<file path="config.mk">
export PLATFORM = sky130hd
export DESIGN_NAME = lcd_ctrl_flat
export DESIGN_NICKNAME = d
export VERILOG_FILES = /design/src/rtl/lcd_ctrl_if.sv /design/src/rtl/lcd_ctrl.sv /design/src/flat_wrapper.sv
export SDC_FILE = /design/constraint.sdc
export NUM_CORES = 1
export LEC_CHECK = 0
export ABC_AREA = 1
export BUFFER_PORTS_ARGS = -buffer_cell sky130_fd_sc_hd__buf_2
export CAP_MARGIN = 20
export CORE_UTILIZATION = 62
export DETAILED_ROUTE_END_ITERATION = 8
export GPL_TIMING_DRIVEN = 0
export PLACE_DENSITY_LB_ADDON = 0.2
export SETUP_SLACK_MARGIN = 0.4
export SYNTH_ARGS = -nofsm -noshare
export SYNTH_HDL_FRONTEND = slang
export SYNTH_SLANG_ARGS = --single-unit
</file>
<file path="constraint.sdc">
create_clock -name clk -period 2.7 [get_ports clk]
set_input_delay 0.54 -clock clk [delete_from_list [all_inputs] [get_ports clk]]
set_output_delay 0.54 -clock clk [all_outputs]
set_load 0.01 [all_outputs]
</file>
<file path="src/rtl/lcd_ctrl_if.sv">
`default_nettype none
//------------------------------------------------------------------------------
// lcd_ctrl_if - host valid/ready handshake into the LCD controller FIFO
// rev 1.0
//------------------------------------------------------------------------------
interface lcd_ctrl_if;
  logic       in_valid;
  logic       in_ready;
  logic       in_is_cmd;
  logic [7:0] in_data;

  modport master (output in_valid, output in_is_cmd, output in_data, input in_ready);
  modport slave  (input in_valid, input in_is_cmd, input in_data, output in_ready);
endinterface
`default_nettype wire

</file>
<file path="src/rtl/lcd_ctrl.sv">
`default_nettype none
//------------------------------------------------------------------------------
// lcd_ctrl - HD44780-class character LCD controller with init ROM and host FIFO
// rev 1.0
//------------------------------------------------------------------------------
module lcd_ctrl #(
  parameter int BUS_4BIT       = 0,
  parameter int POWERUP_CYCLES = 100,
  parameter int EN_CYCLES      = 4,
  parameter int CMD_CYCLES     = 50,
  parameter int LONG_CYCLES    = 2000,
  parameter int FIFO_DEPTH     = 16
) (
  input  logic       clk,
  input  logic       rst_n,
  lcd_ctrl_if.slave  host,
  output logic       init_complete,
  output logic       busy,
  output logic       disp_e,
  output logic       disp_rw,
  output logic       disp_rs,
  output logic [7:0] disp_data
);

  localparam int MAX_A   = (POWERUP_CYCLES > EN_CYCLES) ? POWERUP_CYCLES : EN_CYCLES;
  localparam int MAX_B   = (CMD_CYCLES > LONG_CYCLES) ? CMD_CYCLES : LONG_CYCLES;
  localparam int MAX_CNT = (MAX_A > MAX_B) ? MAX_A : MAX_B;
  localparam int CW      = $clog2(MAX_CNT + 1);
  localparam int AW      = $clog2(FIFO_DEPTH);
  localparam int ROM_LEN = (BUS_4BIT != 0) ? 8 : 4;
  localparam logic [AW:0] FIFO_FULL = (AW + 1)'(FIFO_DEPTH);

  typedef enum logic [2:0] {
    PWR_WAIT = 3'd0,
    IDLE     = 3'd1,
    SETUP    = 3'd2,
    PULSE    = 3'd3,
    HOLD     = 3'd4,
    WAIT     = 3'd5
  } state_t;

  state_t        state, state_nx;
  logic [CW-1:0] cnt, cnt_nx;
  logic [2:0]    rom_idx, rom_idx_nx;
  logic [7:0]    cur_byte, byte_nx;
  logic          cur_single, single_nx;
  logic          low_phase, low_nx;
  logic          rs_nx, init_nx;
  logic [7:0]    data_nx;
  logic          start, start_rs, start_single;
  logic [7:0]    start_byte;
  logic          long_wait;

  logic [8:0]    mem [FIFO_DEPTH];
  logic [AW-1:0] wr_ptr, rd_ptr;
  logic [AW:0]   count;
  logic          push, pop;
  logic [8:0]    head;

  // Init ROM word is {single_nibble, byte}; single nibbles sit in the high half.
  function automatic logic [8:0] rom_entry(input logic [2:0] idx);
    logic [8:0] e;
    e = 9'h000;
    if (BUS_4BIT != 0) begin
      case (idx)
        3'd0, 3'd1, 3'd2: e = {1'b1, 8'h30};
        3'd3:             e = {1'b1, 8'h20};
        3'd4:             e = {1'b0, 8'h28};
        3'd5:             e = {1'b0, 8'h0C};
        3'd6:             e = {1'b0, 8'h06};
        default:          e = {1'b0, 8'h01};
      endcase
    end else begin
      case (idx)
        3'd0:    e = {1'b0, 8'h38};
        3'd1:    e = {1'b0, 8'h0C};
        3'd2:    e = {1'b0, 8'h06};
        default: e = {1'b0, 8'h01};
      endcase
    end
    return e;
  endfunction

  assign host.in_ready = (count != FIFO_FULL);
  assign push          = host.in_valid && host.in_ready;
  assign pop           = (state == IDLE) && init_complete && (count != '0);
  assign head          = mem[rd_ptr];
  assign busy          = (state != IDLE) || (count != '0);
  assign disp_e        = (state == PULSE);
  assign disp_rw       = 1'b0;
  assign long_wait     = !disp_rs && (cur_byte[7:2] == 6'd0) && (cur_byte != 8'd0);

  always_ff @(posedge clk) begin
    if (push) begin
      mem[wr_ptr] <= {host.in_is_cmd, host.in_data};
    end
  end

  always_ff @(posedge clk or negedge rst_n) begin
    if (!rst_n) begin
      wr_ptr <= '0;
      rd_ptr <= '0;
      count  <= '0;
    end else begin
      if (push) wr_ptr <= wr_ptr + AW'(1);
      if (pop)  rd_ptr <= rd_ptr + AW'(1);
      if (push && !pop)      count <= count + (AW + 1)'(1);
      else if (pop && !push) count <= count - (AW + 1)'(1);
    end
  end

  always_ff @(posedge clk or negedge rst_n) begin
    if (!rst_n) begin
      state         <= PWR_WAIT;
      cnt           <= CW'(POWERUP_CYCLES - 1);
      rom_idx       <= '0;
      cur_byte      <= '0;
      cur_single    <= 1'b0;
      low_phase     <= 1'b0;
      disp_rs       <= 1'b0;
      disp_data     <= '0;
      init_complete <= 1'b0;
    end else begin
      state         <= state_nx;
      cnt           <= cnt_nx;
      rom_idx       <= rom_idx_nx;
      cur_byte      <= byte_nx;
      cur_single    <= single_nx;
      low_phase     <= low_nx;
      disp_rs       <= rs_nx;
      disp_data     <= data_nx;
      init_complete <= init_nx;
    end
  end

  // Init writes reuse the transfer states; rom_idx selects the entry until init_complete.
  always_comb begin
    state_nx     = state;
    cnt_nx       = cnt;
    rom_idx_nx   = rom_idx;
    byte_nx      = cur_byte;
    single_nx    = cur_single;
    low_nx       = low_phase;
    rs_nx        = disp_rs;
    data_nx      = disp_data;
    init_nx      = init_complete;
    start        = 1'b0;
    start_rs     = 1'b0;
    start_single = 1'b0;
    start_byte   = 8'h00;
    case (state)
      PWR_WAIT: begin
        if (cnt == '0) begin
          start = 1'b1;
          {start_single, start_byte} = rom_entry(3'd0);
        end else begin
          cnt_nx = cnt - CW'(1);
        end
      end
      IDLE: begin
        if (pop) begin
          start      = 1'b1;
          start_rs   = !head[8];
          start_byte = head[7:0];
        end
      end
      SETUP: begin
        state_nx = PULSE;
        cnt_nx   = CW'(EN_CYCLES - 1);
      end
      PULSE: begin
        if (cnt == '0) state_nx = HOLD;
        else           cnt_nx   = cnt - CW'(1);
      end
      HOLD: begin
        if ((BUS_4BIT != 0) && !cur_single && !low_phase) begin
          low_nx   = 1'b1;
          data_nx  = {cur_byte[3:0], 4'h0};
          state_nx = SETUP;
        end else begin
          state_nx = WAIT;
          cnt_nx   = long_wait ? CW'(LONG_CYCLES - 1) : CW'(CMD_CYCLES - 1);
        end
      end
      WAIT: begin
        if (cnt != '0) begin
          cnt_nx = cnt - CW'(1);
        end else if (init_complete) begin
          state_nx = IDLE;
        end else if (rom_idx == 3'(ROM_LEN - 1)) begin
          init_nx  = 1'b1;
          state_nx = IDLE;
        end else begin
          rom_idx_nx = rom_idx + 3'd1;
          start      = 1'b1;
          {start_single, start_byte} = rom_entry(rom_idx + 3'd1);
        end
      end
      default: state_nx = PWR_WAIT;
    endcase
    if (start) begin
      state_nx  = SETUP;
      byte_nx   = start_byte;
      single_nx = start_single;
      low_nx    = 1'b0;
      rs_nx     = start_rs;
      data_nx   = (BUS_4BIT != 0) ? {start_byte[7:4], 4'h0} : start_byte;
    end
  end

endmodule
`default_nettype wire

</file>
<file path="src/flat_wrapper.sv">
// flat-port wrapper written by rule: the top's interface ports become plain ports
module lcd_ctrl_flat 
#(
  parameter int BUS_4BIT       = 0,
  parameter int POWERUP_CYCLES = 100,
  parameter int EN_CYCLES      = 4,
  parameter int CMD_CYCLES     = 50,
  parameter int LONG_CYCLES    = 2000,
  parameter int FIFO_DEPTH     = 16
)
  (clk, rst_n, init_complete, busy, disp_e, disp_rw, disp_rs, disp_data, host_in_valid, host_in_is_cmd, host_in_data, host_in_ready);
  lcd_ctrl_if host_i ();
  input  logic clk;
  input  logic rst_n;
  output logic init_complete;
  output logic busy;
  output logic disp_e;
  output logic disp_rw;
  output logic disp_rs;
  output logic [7:0] disp_data;
  input wire logic [$bits(host_i.in_valid)-1:0] host_in_valid;
  input wire logic [$bits(host_i.in_is_cmd)-1:0] host_in_is_cmd;
  input wire logic [$bits(host_i.in_data)-1:0] host_in_data;
  output wire logic [$bits(host_i.in_ready)-1:0] host_in_ready;
  assign host_i.in_valid = host_in_valid;
  assign host_i.in_is_cmd = host_in_is_cmd;
  assign host_i.in_data = host_in_data;
  assign host_in_ready = host_i.in_ready;
  lcd_ctrl #(.BUS_4BIT(BUS_4BIT), .POWERUP_CYCLES(POWERUP_CYCLES), .EN_CYCLES(EN_CYCLES), .CMD_CYCLES(CMD_CYCLES), .LONG_CYCLES(LONG_CYCLES), .FIFO_DEPTH(FIFO_DEPTH)) u_core (.clk(clk), .rst_n(rst_n), .host(host_i), .init_complete(init_complete), .busy(busy), .disp_e(disp_e), .disp_rw(disp_rw), .disp_rs(disp_rs), .disp_data(disp_data));
endmodule
</file>
==> metrics.cfg <==
[run_status]
outcome = completed

[finish]
fin_nets = 941
antenna_cells = 0
final_common_cell = nand2_1
drive_above_1_share = 0.133
syn2layout_area_growth_pct = 11.4
final_cell_mix = nand2_1, edfxtp_1, inv_1, nand3_1, nor2_1
nFillCells = 984
fin_util = 0.715

[sta]
clock.fmax_ghz = 0.459
drv_slew = 0
rsz0062_at_grt = false
timing.final.crit_period_ns = 2.18
setup_viol = 0
worst_pin_slew_ns = 1.02
fin_skew_ns = 0.00851
min_period_over_period = 0.808
setup-tns-final_ns = 0
slew_headroom = 0.317
finalHoldViolations = 0

[cts]
postCtsHoldBufs = 0
cts-root-buf = clkbuf_16
cts.sinks = 184
clock_path_buffers = 2
cts_max_level = 4
numCtsBuffers = 17
cts_tree = built
insertion_delay_ns = 0.44
clk_pin_slew_worst_paths_ns = 0.07

[place]
port_buffers = 24
gp_congestion = 0.896
hpwl_mm = 13.8

[die]
start_util = 0.642
dieArea_um2 = 14300
coreArea_um2 = 13300
die_x_um = 120
ioPinCount = 26
rows = 42
dieHeight_um = 120

[yosys]
syn_area_per_cell_um2 = 9.95
ys.warnings.count = 0
ys_seq_area_frac = 0.622
synth.distinct_cells = 40
synth.net_count = 892
synth-seq-cells = 184
syn-cell-area_um2 = 8560
synth_cells = 861

[power]
vdd_drop_max_v = 0.000585
p_per_area_nw_per_um2 = 692
total_power_mw = 6.61
leakagePower_nw = 4.06

[setup_path]
cp.required_ns = 3.06
start_kind = flop
timing.rr.start = u_core.count[1]
cp-startpoint = u_core.count[1]
crit_type = reg2reg
critPathMaxFanout = 4
critical_path_arrival_ns = 2.55
cp-end-kind = flop

[route]
drc = 0
drtPass1Iterations = 7
initialDrtViolationCount = 842
wl_per_cell_um = 19.1
drt-total-wl_mm = 21.0
vias = 6486
drt-vias-per-instance = 5.90
ant_nets = 0

[grt]
grt-ovfl-total = 0
grt_max_degree = 41
grt_pass1_vias = 6218
grt_pass1_wl_mm = 33.1
antenna_found_initial = 0
grt_use_total = 0.312

[flow_run]
maxCapViolations = 0

[worst_hold_path]
hold_class = in2async

-- cells by family after synthesis --
| family | count (synthesis) | share of synthesized area |
|---|---|---|
| and+or+nand+nor | 414 | 0.209 |
| DFF | 184 | 0.622 |
| buffers and inverters | 144 | 0.0693 |
| AOI/OAI and AO/OA | 89 | 0.0603 |
| adders and majority gates | 19 | 0.0286 |
| xor gates and xnor gates | 10 | 0.0102 |
| other | 1 | 0.000438 |
-- synth_stat cells --
cell type	n	share of area
nor2_1	97	0.043
dfstp_2	4	0.012
nor2_2	1	0.00073
nand3b_1	1	0.00088
conb_1	1	0.00044
nand4_1	8	0.0058
dfrtp_1	36	0.11
nand3_1	94	0.055
buf_4	4	0.0035
o31ai_1	2	0.0018
and2_4	1	0.0010
o22ai_1	1	0.00073
nand3_4	2	0.0041
buf_2	12	0.0070
a21oi_1	20	0.012
nand2_2	3	0.0022
o21ai_1	4	0.0023
xor2_1	9	0.0092
nor2_4	2	0.0026
o21bai_1	1	0.00088
a31oi_1	2	0.0015
xnor2_1	1	0.0010
o21ai_2	3	0.0031
buf_6	3	0.0039
or2_2	3	0.0022
nand3_2	3	0.0035
inv_2	5	0.0022
clkbuf_1	12	0.0053
inv_1	105	0.046
o22a_1	2	0.0020
o211ai_1	11	0.0096
ha_1	18	0.026
a211oi_1	1	0.00088
a21oi_4	1	0.0019
clkinv_1	3	0.0013
edfxtp_1	144	0.50
nor3_1	6	0.0035
o21ai_0	41	0.024
fa_1	1	0.0023
nand2_1	193	0.085
-- per-layer routing --
metal,global-route usage,vias to the layer above,share of wire,wire length (µm)
met2,0.505,397,0.49,10200
met5,0,-,0,0
met3,0.0613,52,0.10,2160
li1,-,2956,-,-
met1,0.422,3081,0.38,8030
met4,0.116,0,0.030,622
-- critical path, stage by stage, from the launching register on --
cell	delay, ns
dfrtp_2	0.43
nor2_2	0.14
nand4_1	0.16
nand2_2	0.13
ha_2	0.20
inv_2	0.06
fa_1	0.38
nand2_1	0.10
nand2_1	0.07
a21oi_2	0.14
xor2_1	0.16
nand2_1	0.06
o21ai_0	0.07
-- power by group --
| group | internal (mW) | switching, mW |
|---|---|---|
| combinational | 0.238 | 0.535 |
| sequential | 3.36 | 0.120 |
| clock | 1.27 | 1.08 |
-- registers in the layout, indices dropped and copies added, names as in the netlist --
signal / cells
u_core.cnt: 11
u_core.count: 5
u_core.disp_data: 8
u_core.disp_rs: 1
u_core.init_complete: 1
u_core.mem: 144
u_core.rd_ptr: 4
u_core.rom_idx: 3
u_core.state: 3
u_core.wr_ptr: 4
-- through the flow --
step | hold WS (ns) | cell area, µm² | instances | setup slack [ns]
after floorplan | 0.244 | 8560 | 861 | 0.556
after global placement | 0.495 | 8900 | 1061 | 0.373
after detailed placement | 0.495 | 8900 | 1061 | 0.266
after CTS | 0.283 | 9480 | 1094 | 0.361
after global routing | 0.325 | 9540 | 1099 | 0.377
final | 0.239 | 9540 | 1099 | 0.519
-- layout make-up --
type                       instances  area, µm²  share of cell area
buffer                            31        169              0.0177
clock buffer                      18        429              0.0450
clock inverter                    14        129              0.0135
inverter                         113        429              0.0450
multi-input combinational        533       2670               0.279
sequential                       184       5340               0.559
tap                              176        220              0.0231
timing repair buffer              30        165              0.0173
-- repair_timing --
item	4_1_cts	5_1_grt
setup endpoints to repair	38	92
buffers inserted	1	5
resized for setup	5	12
pin swaps	1	3
-- path summary, 6_finish.rpt --
| path | end | slack (ns) | cells after the start |
|---|---|---|---|
| max in group asynchronous | u_core.state[1] | 1.83 | 1 |
| hold reg to reg | u_core.cnt[1] | 0.51 | 2 |
| setup / recovery | u_core.count[4] | 0.52 | 12 |
| min in group clk | u_core.wr_ptr[0] | 0.43 | 3 |
| hold / removal | u_core.cnt[7] | 0.24 | 1 |
| setup reg to reg | u_core.count[4] | 0.52 | 12 |
Power figures use the tool's default switching activity.
